[src/rtl/mem_arbiter_2to1.sv]
// Two-master line-request arbiter merging I-cache and D-cache onto one memory port.
// Optional ARB_ROUND_ROBIN_EN: alternate grants on contention instead of D-over-I priority.
module mem_arbiter_2to1 #(
  parameter int unsigned ADDR_W = 28,
  parameter int unsigned DATA_W = 128
) (
  input  logic              clk,
  input  logic              proc_reset,
  input  logic              ic_read,
  input  logic [ADDR_W-1:0] ic_addr,
  output logic [DATA_W-1:0] ic_rdata,
  output logic              ic_ready,
  input  logic              dc_read,
  input  logic              dc_write,
  input  logic [ADDR_W-1:0] dc_addr,
  input  logic [DATA_W-1:0] dc_wdata,
  output logic [DATA_W-1:0] dc_rdata,
  output logic              dc_ready,
  output logic              mem_read,
  output logic              mem_write,
  output logic [ADDR_W-1:0] mem_addr,
  output logic [DATA_W-1:0] mem_wdata,
  input  logic [DATA_W-1:0] mem_rdata,
  input  logic              mem_ready
);

  localparam logic [1:0] ST_IDLE   = 2'd0;
  localparam logic [1:0] ST_BUSY_I = 2'd1;
  localparam logic [1:0] ST_BUSY_D = 2'd2;

  logic [1:0]        state_q, state_d;
  logic              mem_read_q, mem_read_d;
  logic              mem_write_q, mem_write_d;
  logic [ADDR_W-1:0] mem_addr_q, mem_addr_d;
  logic [DATA_W-1:0] mem_wdata_q, mem_wdata_d;
  logic              dc_req;
  logic              grant_dc;

  assign dc_req = dc_read | dc_write;

`ifdef ARB_ROUND_ROBIN_EN
  // rr_last: 0 = I-cache served last, 1 = D-cache served last
  logic rr_last_q, rr_last_d;
  assign grant_dc = dc_req & (~ic_read | ~rr_last_q);
`else
  assign grant_dc = dc_req;
`endif

  // Next-state, captured request and steered ready pulses
  always_comb begin
    state_d     = state_q;
    mem_read_d  = mem_read_q;
    mem_write_d = mem_write_q;
    mem_addr_d  = mem_addr_q;
    mem_wdata_d = mem_wdata_q;
    ic_ready    = 1'b0;
    dc_ready    = 1'b0;
`ifdef ARB_ROUND_ROBIN_EN
    rr_last_d   = rr_last_q;
`endif
    case (state_q)
      ST_IDLE: begin
        if (grant_dc) begin
          state_d     = ST_BUSY_D;
          mem_write_d = dc_write;
          mem_read_d  = ~dc_write;
          mem_addr_d  = dc_addr;
          mem_wdata_d = dc_wdata;
        end else if (ic_read) begin
          state_d     = ST_BUSY_I;
          mem_write_d = 1'b0;
          mem_read_d  = 1'b1;
          mem_addr_d  = ic_addr;
          mem_wdata_d = '0;
        end
      end
      ST_BUSY_I: begin
        if (mem_ready) begin
          ic_ready    = 1'b1;
          state_d     = ST_IDLE;
          mem_read_d  = 1'b0;
          mem_write_d = 1'b0;
`ifdef ARB_ROUND_ROBIN_EN
          rr_last_d   = 1'b0;
`endif
        end
      end
      ST_BUSY_D: begin
        if (mem_ready) begin
          dc_ready    = 1'b1;
          state_d     = ST_IDLE;
          mem_read_d  = 1'b0;
          mem_write_d = 1'b0;
`ifdef ARB_ROUND_ROBIN_EN
          rr_last_d   = 1'b1;
`endif
        end
      end
      default: begin
        state_d     = ST_IDLE;
        mem_read_d  = 1'b0;
        mem_write_d = 1'b0;
      end
    endcase
  end

  always_ff @(posedge clk or posedge proc_reset) begin
    if (proc_reset) begin
      state_q     <= ST_IDLE;
      mem_read_q  <= 1'b0;
      mem_write_q <= 1'b0;
      mem_addr_q  <= '0;
      mem_wdata_q <= '0;
    end else begin
      state_q     <= state_d;
      mem_read_q  <= mem_read_d;
      mem_write_q <= mem_write_d;
      mem_addr_q  <= mem_addr_d;
      mem_wdata_q <= mem_wdata_d;
    end
  end

`ifdef ARB_ROUND_ROBIN_EN
  always_ff @(posedge clk or posedge proc_reset) begin
    if (proc_reset) rr_last_q <= 1'b0;
    else            rr_last_q <= rr_last_d;
  end
`endif

  assign mem_read  = mem_read_q;
  assign mem_write = mem_write_q;
  assign mem_addr  = mem_addr_q;
  assign mem_wdata = mem_wdata_q;
  // Read data fans out to both caches; only the ready pulse is steered
  assign ic_rdata  = mem_rdata;
  assign dc_rdata  = mem_rdata;

endmodule

[config.mk]
export PLATFORM = sky130hd
export DESIGN_NAME = mem_arbiter_2to1
export DESIGN_NICKNAME = d
export VERILOG_FILES = /design/src/rtl/mem_arbiter_2to1.sv
export SDC_FILE = /design/constraint.sdc
export NUM_CORES = 1
export LEC_CHECK = 0
export ABC_AREA = 1
export BUFFER_PORTS_ARGS = -buffer_cell sky130_fd_sc_hd__buf_2
export CORE_AREA = 2 2 283 285
export DETAILED_ROUTE_END_ITERATION = 12
export DIE_AREA = 0 0 285 287
export GPL_ROUTABILITY_DRIVEN = 1
export SLEW_MARGIN = 5
export SYNTH_ARGS = -nofsm -noshare
export SYNTH_HDL_FRONTEND = slang
export SYNTH_SLANG_ARGS = --single-unit
[constraint.sdc]
create_clock -name clk -period 8.7 [get_ports clk]
set_clock_uncertainty 0.2 [all_clocks]
set_input_delay 0.87 -clock clk [delete_from_list [all_inputs] [get_ports clk]]
set_output_delay 0.87 -clock clk [all_outputs]
set_load 0.005 [all_outputs]
== Word-level counts from Yosys, hierarchy flattened ==
Index checks and enable logic that the tools add are counted.
Storage, ports and cells
  input bits: 318
  flip-flop bits (word level): 160
  memories kept: 0
  bits in read-only memories: 0
  bits in latches: 0
  bits in writable memories: 0
  output and inout bits: 416
  word-level logic and storage cells: 34
Cells by class
  $add $sub $neg: 0
  shift operators: 0
  reduce and logical (&&, ||, !) cells: 5
  bitwise gates (word level): 2
  eq/ne operators: 4
  order comparisons: 0
  multiply operators: 0
  multiplexer cells: 18
  div/mod/pow operators: 0
Operators with widths (number)
  two-way mux 128 bit: 2
  two-way mux 28 bit: 2
  two-way mux 1 bit: 8
  two-way mux 2 bit: 3
  case mux 1 bit (2 select lines): 2
  case mux 2 bit (2 select lines): 1
  AND reduction 2 bit: 2
  != test 3 bit, second input constant: 1
  == test 2 x 1 -> 1 bit, second input constant: 1
  == test 2 bit, second input constant: 1
  logical NOT 2 bit: 1
  != test 2 x 1 -> 1 bit, second input constant: 1
  nonzero test 2 bit: 1
  OR reduction 2 bit: 1
  inverter 1 bit: 1
  bitwise OR 1 bit: 1

== Depth between registers and ports, before layout ==
  depth in word-level cells: 4
  gate-level depth with buffers: 8
  gate-level depth less buffers: 6

== Worst setup path after synthesis ==
OpenSTA, ideal clock, no wires.
  kind: input to output
  start point: input port mem_rdata[0]
  end point: output port dc_rdata[0]
  required time: 7.630 ns
  path slack: 6.649 ns
  arrival time: 0.981 ns
  stages on the path: 1
  buffers on the path: 1
  cell sequence: buf_4
RTL lines
  start, declared: line 23  | input logic [DATA_W-1:0] mem_rdata,
  end, declared: line 17  | output logic [DATA_W-1:0] dc_rdata,
No word-level cell between the ends.

== Final worst setup path ==
  start point: input port dc_read
  end point: register mem_wdata_q[79] (netlist: mem_wdata[79])
Between the ends
  word-level cells in the longest chain between the ends: 3
  elaborated cells between the ends (all ways): 4
  those cells by class: mux (1); bitwise (1); reduce/logical (2)
RTL lines
  start, declared: line 13  | input logic dc_read,
  bitwise OR 1 bit (*): line 39  | assign dc_req = dc_read | dc_write;
  nonzero test 2 bit (no line)
  AND reduction 2 bit (no line)
  end signal, assigned: line 119  | mem_wdata_q <= mem_wdata_d;
  end, declared: line 35  | logic [DATA_W-1:0] mem_wdata_q, mem_wdata_d;
Mark *: on every way between the ends. The rest lies on a longest branch, timed or not.
A chain may end at the register's enable or synchronous reset.

==> out/results.tsv <==
stage	metric	value	unit
outcome	status	finished, final reports clean	
critical_path	CP Data Arrival Time	3.52	ns
clock_tree	post-cts resize count	0	
clock_tree	Hold-fix buffers, CTS	0	
grt	largest net degree at the start of global routing	100	
route	DRT Pass-1 Iters	4	
yosys	syn_nets	1363	
grt	total grt overflow	0	
timing	fin. max-slew vios	0	
yosys	post-synthesis register bit count	160	
critical_path	Worst path most repeated cell	nand2_1	
critical_path	slowest stage delay, CP	0.71	ns
floorplan	std cell rows	103	
yosys	Avg Inst Size Synth	8.11	µm²
final_layout	Nets	1441	
yosys	biggest area consumer among synthesized cells	dfrtp_1	
timing	setup violators final	0	
job	max-cap viol count	0	
clock_tree	CTS tree	done	
critical_path	CP endpoint kind	flip-flop	
yosys	synth top area cells	dfrtp_1, nand2_1, buf_4	
place	final RePlAce weighted congestion	0.762	
timing	setup ws final	5.39	ns
floorplan	Die Ht	287	µm
floorplan	Die Span X	285	µm
route	Vias/cell	2.93	
critical_path	CP max-delay cell	buf_4	
clock_tree	clk buf depth	2	
floorplan	die area	81800	µm²
route	drt wl/cell	13.2	µm
final_layout	commonest non-fill, non-tap cell in the layout	nand2_1	
critical_path	Crit Path Class	input pin to flip-flop	
critical_path	crit path cell chain	buf_2 > nor2_4 > nand2_1 > nand2_8 > buf_4 > nand2_1 > nand2_1	
power	PwrDens	326	nW/µm²
route	DRC	0	
critical_path	worst path required time	8.91	ns
clock_tree	clock slew at the register clock pins of the worst setup and hold paths	0.07	ns
final_layout	layout cells sized above 1	0.345	
critical_path	Largest delay share family, worst path	simple AND/OR/NAND/NOR gates	
power	Leak	5.46	nW
yosys	Synth Instances	1042	
final_layout	area grow syn2layout	18.0	%
grt	first-pass GRT wire length	40.5	mm
critical_path	critical path startpoint category	input pin	
place	dpl hpwl	21.7	mm
hold_path	worst hold path type	flip-flop to flip-flop	
yosys	Synth top area share	0.474	
grt	antenna violations before repair	4	
yosys	sequential element share of the synthesized area	0.474	
critical_path	CP bufs+invs	2	
timing	Final min period	3.31	ns
timing	RSZ-0062 raised after global routing	false	
yosys	YS warnings	0	
place	pre-CTS setup slack	4.85	ns
clock_tree	Worst-Skew Late Latency	0.47	ns
route	vias	6396	
clock_tree	total CTS buffers	17	
final_layout	commonest non-fill, non-tap cells in the layout	nand2_1, buf_2, dfrtp_1	
clock_tree	Root Driver	clkbuf_16	
timing	Achievable Freq	0.302	GHz
clock_tree	Post-CTS Setup Repair Bufs	0	
clock_tree	Num Clock Sinks	160	
floorplan	Core Area	78600	µm²
yosys	number of distinct library cells after synthesis	14	
place	IO buf count	349	
critical_path	CP Max Fanout	89	
grt	gr usage total	0.0697	
yosys	Cell Area, Synth	8450	µm²
route	Post-DRT Antenna Nets	0	
timing	worst slew pin tran	0.858	ns
timing	total negative slack	0	ns
clock_tree	H-tree depth	4	
route	DR iter-0 viols	190	
power	Max IR drop VDD	0.118	mV
floorplan	Initial Utilization	0.107	
timing	Tcrit/Tclk final	0.380	
timing	Fin. Hold Viols	0	
grt	number of global-route vias before repair	6153	
route	drt total wl	28.8	mm
floorplan	Ports	734	
timing	Worst slew margin	0.428	
[worst reg2reg max path, stage by stage, from the launching register on]
cell and delay [ns]:
dfrtp_1 0.37, inv_1 0.07, ha_1 0.38, nand2_8 0.49
buf_4 0.76, nand2_1 0.18, nand2_1 0.10
[final timing paths]
kind / slack (ns) / cells after the start / startpoint / to
max: 5.39 / 7 / dc_read / mem_wdata[79]
min: 0.27 / 2 / mem_wdata[78] / mem_wdata[78]
max reg2reg: 6.10 / 6 / state_q[0] / mem_wdata[79]
min reg2reg: 0.27 / 2 / mem_wdata[78] / mem_wdata[78]
max in group asynchronous: 6.64 / 3 / proc_reset / mem_addr[27]
min in group asynchronous: 0.30 / 2 / proc_reset / mem_wdata[106]
[sequential cells by signal, summed over array words and instances (netlist names)]
register	count
mem_addr	28
mem_read	1
mem_wdata	128
mem_write	1
state_q	2
[cell usage after synthesis]
library cell  instances
nand2_1             566
buf_4               263
dfrtp_1             160
buf_2                18
buf_6                10
inv_1                 9
clkbuf_1              3
ha_1                  3
inv_2                 2
nand2_2               2
nand3_1               2
nand4_1               2
nor2_1                1
nor2_4                1
[where the power goes]
group	internal (mW)	switching (mW)
Combinational	0.450	0.732
Clock	0.427	0.360
Sequential	1.09	0.184
Total	1.97	1.28
[final cells by class]
| class | count | area [µm²] |
|---|---|---|
| Antenna cell | 1 | 2.50 |
| Clock buffer | 22 | 484 |
| Clock inverter | 10 | 100 |
| Fill cell | 9116 | 68600 |
| Inverter | 11 | 48.8 |
| Multi-Input combinational cell | 577 | 2230 |
| Sequential cell | 160 | 4000 |
| Tap cell | 1050 | 1310 |
| Timing Repair Buffer | 353 | 1780 |
[stage by stage]
| step | util | hold WS, ns | total power [mW] | cells | instance area (µm²) |
|---|---|---|---|---|---|
| floorplan | - | 0.265 | 2.01 | 1042 | 8450 |
| global placement | 0.119 | 0.249 | 2.49 | 2151 | 9380 |
| detailed placement | 0.119 | 0.253 | 2.51 | 2151 | 9380 |
| CTS | 0.127 | 0.269 | 3.34 | 2183 | 9960 |
| global route | 0.127 | 0.288 | 3.55 | 2183 | 9960 |
| finish | 0.127 | 0.266 | 3.25 | 2184 | 9960 |
[per-layer routing]
layer | share of wire | global-route usage | vias up
met5 | 0.00056 | 0 | -
met4 | 0.064 | 0.0558 | 2
met3 | 0.17 | 0.0565 | 117
met2 | 0.40 | 0.0922 | 477
met1 | 0.37 | 0.0710 | 2783
li1 | - | - | 3017
[cells by family (layout without fill, tap and decap cells)]
kind of cell | after synthesis | count (layout) | synth area share
other | 0 | 1 | 0
adder cells (fa/ha/maj) | 3 | 3 | 0.00444
buffers and inverters | 305 | 396 | 0.264
AND/OR/NAND/NOR | 574 | 574 | 0.257
flip-flops | 160 | 160 | 0.474
Power figures use the tool's default switching activity.
